**src/rtl/pwm_capture.sv**
```systemverilog
// PWM receiver: synchronises an asynchronous PWM input, measures period and high time in clk
// cycles, derives integer duty percent with a restoring divider and flags a stuck input.
`timescale 1ns/1ps
//   state   | meaning
//   ARMED   | waiting for the first rising edge; partial period is discarded
//   MEASURE | measuring rise-to-rise periods, results go through the divider
//   STUCK   | no rising edge for 2^CNT_W-1 cycles; outputs report the static level
module pwm_capture #(
   parameter int CNT_W       = 16,
   parameter int SYNC_STAGES = 2
) (
   input  logic             clk,
   input  logic             rstn,
   input  logic             pwm_in,
   input  logic             clear,
   output logic [CNT_W-1:0] period,
   output logic [CNT_W-1:0] high_time,
   output logic [6:0]       duty_pct,
   output logic             meas_valid,
   output logic             stuck,
   output logic             overrun
);
   localparam int NUM_W  = CNT_W + 7;
   localparam int STEP_W = $clog2(NUM_W + 1);
   localparam logic [CNT_W-1:0] CNT_MAX = '1;

   typedef enum logic [1:0] {ARMED, MEASURE, STUCK} state_t;

   state_t                 state_q, state_d;
   logic [SYNC_STAGES-1:0] sync_q, sync_d;
   logic                   s_prev_q, s_prev_d;
   logic [CNT_W-1:0]       cnt_q, cnt_d;
   logic [CNT_W-1:0]       hcnt_q, hcnt_d;
   logic                   busy_q, busy_d;
   logic [STEP_W-1:0]      step_q, step_d;
   logic [NUM_W-1:0]       num_q, num_d;
   logic [CNT_W-1:0]       rem_q, rem_d;
   logic [CNT_W-1:0]       den_q, den_d;
   logic [5:0]             quo_q, quo_d;
   logic [CNT_W-1:0]       hsnap_q, hsnap_d;
   logic [CNT_W-1:0]       period_q, period_d;
   logic [CNT_W-1:0]       high_q, high_d;
   logic [6:0]             duty_q, duty_d;
   logic                   valid_q, valid_d;
   logic                   stuck_q, stuck_d;
   logic                   ovr_q, ovr_d;

   logic                   s, rise, fall;
   logic [CNT_W:0]         trial;
   logic                   ge;
   logic [CNT_W-1:0]       rem_step;
   logic [NUM_W-1:0]       num_init;

   assign s    = sync_q[SYNC_STAGES-1];
   assign rise = s & ~s_prev_q;
   assign fall = ~s & s_prev_q;

   // One restoring step: bring down the next numerator bit, subtract if it fits.
   assign trial    = {rem_q, num_q[NUM_W-1]};
   assign ge       = trial >= {1'b0, den_q};
   assign rem_step = ge ? CNT_W'(trial - {1'b0, den_q}) : trial[CNT_W-1:0];
   assign num_init = NUM_W'(hcnt_q) * NUM_W'(100);

   always_comb begin
      state_d  = state_q;
      sync_d   = {sync_q[SYNC_STAGES-2:0], pwm_in};
      s_prev_d = s;
      cnt_d    = rise ? CNT_W'(1) : ((cnt_q == CNT_MAX) ? cnt_q : cnt_q + CNT_W'(1));
      hcnt_d   = rise ? CNT_W'(1) : ((s && hcnt_q != CNT_MAX) ? hcnt_q + CNT_W'(1) : hcnt_q);
      busy_d   = busy_q;
      step_d   = step_q;
      num_d    = num_q;
      rem_d    = rem_q;
      den_d    = den_q;
      quo_d    = quo_q;
      hsnap_d  = hsnap_q;
      period_d = period_q;
      high_d   = high_q;
      duty_d   = duty_q;
      valid_d  = 1'b0;
      stuck_d  = stuck_q;
      ovr_d    = ovr_q;

      if (busy_q) begin
         rem_d  = rem_step;
         num_d  = num_q << 1;
         quo_d  = {quo_q[4:0], ge};
         step_d = step_q - STEP_W'(1);
         if (step_q == STEP_W'(1)) begin
            busy_d   = 1'b0;
            period_d = den_q;
            high_d   = hsnap_q;
            duty_d   = {quo_q, ge};
            valid_d  = 1'b1;
         end
      end

      case (state_q)
         ARMED: begin
            if (rise) state_d = MEASURE;
         end
         MEASURE: begin
            // Stuck detection overrides both a pending division and a coincident rise.
            if (cnt_q == CNT_MAX) begin
               state_d  = STUCK;
               stuck_d  = 1'b1;
               period_d = '0;
               high_d   = '0;
               duty_d   = s ? 7'd100 : 7'd0;
               valid_d  = 1'b1;
               busy_d   = 1'b0;
            end else if (rise) begin
               if (!busy_q) begin
                  busy_d  = 1'b1;
                  step_d  = STEP_W'(NUM_W);
                  num_d   = num_init;
                  rem_d   = '0;
                  quo_d   = '0;
                  den_d   = cnt_q;
                  hsnap_d = hcnt_q;
               end else begin
                  ovr_d = 1'b1;
               end
            end
         end
         STUCK: begin
            if (rise) begin
               stuck_d = 1'b0;
               state_d = MEASURE;
            end else if (fall) begin
               duty_d  = 7'd0;
               valid_d = 1'b1;
            end
         end
         default: state_d = ARMED;
      endcase

      if (clear) begin
         state_d  = ARMED;
         sync_d   = '0;
         s_prev_d = 1'b0;
         cnt_d    = '0;
         hcnt_d   = '0;
         busy_d   = 1'b0;
         step_d   = '0;
         num_d    = '0;
         rem_d    = '0;
         den_d    = '0;
         quo_d    = '0;
         hsnap_d  = '0;
         period_d = '0;
         high_d   = '0;
         duty_d   = '0;
         valid_d  = 1'b0;
         stuck_d  = 1'b0;
         ovr_d    = 1'b0;
      end
   end

   always_ff @(posedge clk or negedge rstn) begin
      if (!rstn) begin
         state_q  <= ARMED;
         sync_q   <= '0;
         s_prev_q <= 1'b0;
         cnt_q    <= '0;
         hcnt_q   <= '0;
         busy_q   <= 1'b0;
         step_q   <= '0;
         num_q    <= '0;
         rem_q    <= '0;
         den_q    <= '0;
         quo_q    <= '0;
         hsnap_q  <= '0;
         period_q <= '0;
         high_q   <= '0;
         duty_q   <= '0;
         valid_q  <= 1'b0;
         stuck_q  <= 1'b0;
         ovr_q    <= 1'b0;
      end else begin
         state_q  <= state_d;
         sync_q   <= sync_d;
         s_prev_q <= s_prev_d;
         cnt_q    <= cnt_d;
         hcnt_q   <= hcnt_d;
         busy_q   <= busy_d;
         step_q   <= step_d;
         num_q    <= num_d;
         rem_q    <= rem_d;
         den_q    <= den_d;
         quo_q    <= quo_d;
         hsnap_q  <= hsnap_d;
         period_q <= period_d;
         high_q   <= high_d;
         duty_q   <= duty_d;
         valid_q  <= valid_d;
         stuck_q  <= stuck_d;
         ovr_q    <= ovr_d;
      end
   end

   assign period     = period_q;
   assign high_time  = high_q;
   assign duty_pct   = duty_q;
   assign meas_valid = valid_q;
   assign stuck      = stuck_q;
   assign overrun    = ovr_q;

endmodule

```
**config.mk**
```make
export PLATFORM = sky130hd
export DESIGN_NAME = pwm_capture
export DESIGN_NICKNAME = d
export VERILOG_FILES = /design/src/rtl/pwm_capture.sv
export SDC_FILE = /design/constraint.sdc
export NUM_CORES = 1
export LEC_CHECK = 0
export ABC_AREA = 1
export CORE_ASPECT_RATIO = 1.2
export CORE_UTILIZATION = 46
export CTS_BUF_LIST = sky130_fd_sc_hd__clkbuf_2 sky130_fd_sc_hd__clkbuf_4 sky130_fd_sc_hd__clkbuf_8
export CTS_CLUSTER_SIZE = 12
export DETAILED_ROUTE_END_ITERATION = 7
export PLACE_DENSITY_LB_ADDON = 0.05
export SYNTH_ARGS = -nofsm -noshare
export SYNTH_HDL_FRONTEND = slang
export SYNTH_SLANG_ARGS = --single-unit
```
**constraint.sdc**
```tcl
create_clock -name clk -period 8.95 [get_ports clk]
set_input_delay 2.685 -clock clk [delete_from_list [all_inputs] [get_ports clk]]
set_output_delay 2.685 -clock clk [all_outputs]
set_load 0.03 [all_outputs]
```
Word-level counts from Yosys, hierarchy flattened
Cells that the tools add are included.
- multipliers: 1
- equality and inequality tests: 11
- $lt $le $gt $ge: 1
- bitwise logic cells: 4
- muxes and demuxes: 88
- add/subtract/negate cells: 4
- reductions and logical operators: 12
- operators by type and width (cell ; count):
    $mux 16 ; 33
    $mux 23 ; 6
    $mux 7 ; 7
    $mux 6 ; 6
    $add 16x1->16 const B ; 2
    $mux 5 ; 6
    $mux 1 ; 22
    $mul 16x5->21 const B ; 1
    $ge 17x16->1 ; 1
    $eq 16x16->1 const B ; 1
    $ne 16x16->1 const B ; 1
    $sub 16x16->16 ; 1
    $pmux 7 s2 ; 1
    $ne 3x3->1 const B ; 3
    $mux 2 ; 4
    $reduce_and 4->1 ; 2
    $reduce_bool 2->1 ; 3
    $reduce_bool 3->1 ; 2
    $eq 5x1->1 const B ; 1
    $sub 5x1->5 const B ; 1
    $ne 2x2->1 const B ; 2
    $pmux 1 s2 ; 2
    $pmux 2 s2 ; 1
    $ne 3x1->1 const B ; 1
    other kinds (9) ; 11
- output and inout port bits: 42
- input port bits: 4
- flip-flop bits (word level): 162
- logic and storage cells: 139

Logic depth before layout (Yosys ltp)
- depth in word-level cells: 8
- mapped depth: 16

Worst setup path before layout
OpenSTA, ideal clock, no wires.
- path kind: input -> register
- start: input port clear
- end: register den_q[10]
- cell stages on the path: 7
- path buffers: 2
- data arrival time: 3.749 ns
- slack: 5.124 ns
- setup time: 0.076 ns
- path through: buf_2 -> nor2_1 -> inv_1 -> nor2_2 -> buf_2 -> nand2_1 -> o21ai_1
- word-level cells in the longest chain between the ends: 2
- elaborated cells on any way between the ends: 6
- classes of those cells: eq/ne: 2; mux: 1; reduce/logical: 3
- ends and longest elaborated chain (item ; RTL line ; RTL):
    start: declaration ; 15 ; input logic clear,
    $ne 2x2->1 (no line) or $reduce_bool 2->1 (tied branches) ; n/a ;
    $reduce_and 4->1 (no line) ; n/a ;
    end signal: assignment ; 190 ; den_q <= den_d;
    end: declaration ; 38 ; logic [CNT_W-1:0] den_q, den_d;
Several ways; a longest one is shown, not always the timed one.
A chain may end at the register's enable or synchronous reset.

Final worst setup path
- start: input port clear
- end: register den_q[3]
Same word-level chain as after synthesis.

==> qor.yml <==
clock_tree:
  clk_path_buf_depth: 2
  clk_latency_ns: 0.47
  cts_setup_buffers: 0
  cts_inserted_buffers: 17
  tritoncts: "done"
  clockRootBuffer: "clkbuf_8"
  hold_buffers: 0
  ctsResizeCount: 0
  htree_levels: 4
  cts.sinks: 162
  path_clk_slew_ns: 0.10
route:
  dr_total_vias: 8456
  drtIter0Drc: 389
  postRouteAntennaNets: 0
  drtPass1Iterations: 7
  avgRoutedWirePerCell_um: 15.6
  drc_errors: 6
  finalWirelength_um: 25500
  viasPerCell: 5.18
worst_setup_path:
  crit_arrival_ns: 5.63
  critPathLaunch: "clear"
  r2r-start: "hcnt_q[3]"
  worst_setup_path_start_kind: "input port"
  path_class: "input port to flip-flop"
  cp_data_required_time_ns: 9.32
  cp_max_fo: 40
  cp-end-kind: "flip-flop"
logic_synthesis:
  synth_ff_type: "dfrtp_1"
  ys_async_sr_fraction: 1.00
  yosysTopAreaCell: "dfrtp_1"
  synth_edf_count: 0
  ys_seq_elements: 162
  synth_cell_type_count: 49
  syn_avg_cell_area_um2: 7.87
  yosysWarnings: 0
  synth.area.top_cells: "dfrtp_1 (39%), nand2_1 (9.6%), ha_1 (9.3%), inv_1 (7.6%), nor2_1 (5.5%)"
  synthesis.area_um2: 10300
  netlist_instances: 1311
  synth_nets: 1404
  yosys.area.top_type_share: 0.393
  ys_seq_area_frac: 0.393
floorplan:
  die_h_um: 166
  die_area_um2: 23000
  rows: 59
  die_width_um: 139
  initial_core_util: 0.472
  ioPinCount: 46
  core_area_um2: 21900
timing:
  tns_ns: 0
  clock.fmax_mhz: 190
  fin_crit_sh: 0.588
  max_slew_margin: 0.385
  rsz0062_at_grt: "false"
  fin_worst_skew_ns: 0.0149
  hold_violations: 0
  worstMarginPinSlew_ns: 0.919
  drv_slew: 0
  setup_violations: 0
  holdWs_ns: 0.482
  period_minus_slack_ns: 5.26
finish:
  fin_nets: 1440
  multiInputGateArea_um2: 5240
  fillCellCount: 2215
  final_cell_area_um2: 11300
  regArea_um2: 4050
  antennaDiodeCount: 0
  drive_above_1_share: 0.0566
  syn2layout_area_growth_pct: 10.0
grt:
  grt_pass1_wl_um: 42600
  grt_usage: 0.234
  grt_max_degree: 98
  globalRouteOverflowTotal: 0
  antenna_found_initial: 0
  grt_pass1_vias: 8356
placement:
  dp_hpwl_um: 18900
  dpl-instance-area_um2: 11000
  portBuffers: 45
  gp_congestion: 0.908
min_path:
  min_path_type: "flip-flop to flip-flop"
  holdCritStartpoint: "sync_q[0]"
power_and_ir_drop:
  p_leak_nw: 6.23
  p_total_mw: 2.01
  ir_worst_vdd_mv: 0.0926
  cellPowerDensity_nw_per_um2: 177
run_status:
  status: "finished with violations"
  violations: "design-rule violations"
run:
  drv_cap: 0
==> cell usage after synthesis (12+ instances only) <==
cell	instances
dfrtp_1	162
nor3_1	15
nand3_1	74
buf_2	15
nor2_1	152
mux2i_1	35
a22o_1	15
ha_1	77
a21oi_1	62
nand4_1	17
nand2_1	263
o21ai_0	70
o21ai_1	13
or2_2	13
inv_1	210
fa_1	12
==> cells in the final DEF (no fill, tap or decap), types with 35 or more instances in the layout <==
cell | netlist | routed
mux2i_1 | 35 | 35
a21oi_1 | 62 | 62
nand3_1 | 74 | 74
ha_1 | 77 | 77
o21ai_0 | 70 | 70
inv_1 | 210 | 210
dfrtp_1 | 162 | 162
clkdlybuf4s50_1 | 0 | 44
nand2_1 | 263 | 262
nor2_1 | 152 | 152
==> layer usage <==
layer / vias up / part of all wire / routed length (um) / track usage
li1: 4295 / - / - / -
met1: 4012 / 0.43 / 11000 / 0.278
met2: 111 / 0.52 / 13300 / 0.426
met3: 38 / 0.019 / 488 / 0.0329
met4: 0 / 0.027 / 679 / 0.0865
met5: - / 0 / 0 / 0
==> through the flow <==
stage          std cells  worst slack (ns)  utilization
2_1_floorplan       1311              5.12            -
3_3_place_gp        1602              3.24        0.501
3_5_place_dp        1602              3.16        0.501
4_1_cts             1634              3.67        0.519
5_1_grt             1634              3.37        0.519
6_report            1634              3.69        0.519
==> report_power, final <==
part | switching (mW) | internal, mW | leakage (nW)
Clock | 0.323 | 0.211 | 0.203
Sequential | 0.0328 | 0.773 | 2.24
Combinational | 0.455 | 0.214 | 3.78
Total | 0.811 | 1.20 | 6.23
==> sequential cells by signal (all words and copies together), names as in the netlist <==
signal	count
quo_q	6
hcnt_q	16
cnt_q	16
meas_valid	1
num_q	23
den_q	16
overrun	1
busy_q	1
high_time	16
s_prev_q	1
period	16
hsnap_q	16
sync_q	2
step_q	5
state_q	2
stuck	1
duty_pct	7
rem_q	16
==> worst max-delay path, cell delays in order <==
cell             delay [ns]
clkdlybuf4s50_1        0.40
buf_4                  0.21
inv_1                  0.69
o21ai_1                0.19
nand2_2                0.73
inv_1                  0.45
o21ai_0                0.27
==> kinds of logic after synthesis <==
group / synth area share
mux: 0.0340
simple gates: 0.228
fa+ha+maj: 0.117
compound gates: 0.111
flops: 0.393
xor+xnor: 0.0178
buf+inv: 0.0997
==> cell type report <==
type,count,share of cell area
Clock inverter,15,0.0143
Clock buffer,17,0.0206
Timing Repair Buffer,53,0.0451
Sequential cell,162,0.357
Multi-Input combinational cell,898,0.461
Tap cell,274,0.0302
Inverter,215,0.0711
==> worst paths after layout <==
kind                             endpoint  slack (ns)  cells after the start
max in group asynchronous        cnt_q[8]        5.22                      2
worst max-delay path             den_q[3]        3.69                      7
min in group asynchronous       rem_q[11]        2.32                      1
worst max register to register  num_q[22]        5.78                     15
worst min register to register  sync_q[1]        0.48                      2
worst min-delay path            sync_q[1]        0.48                      2
Note: power is estimated with default switching activity, not from simulation.
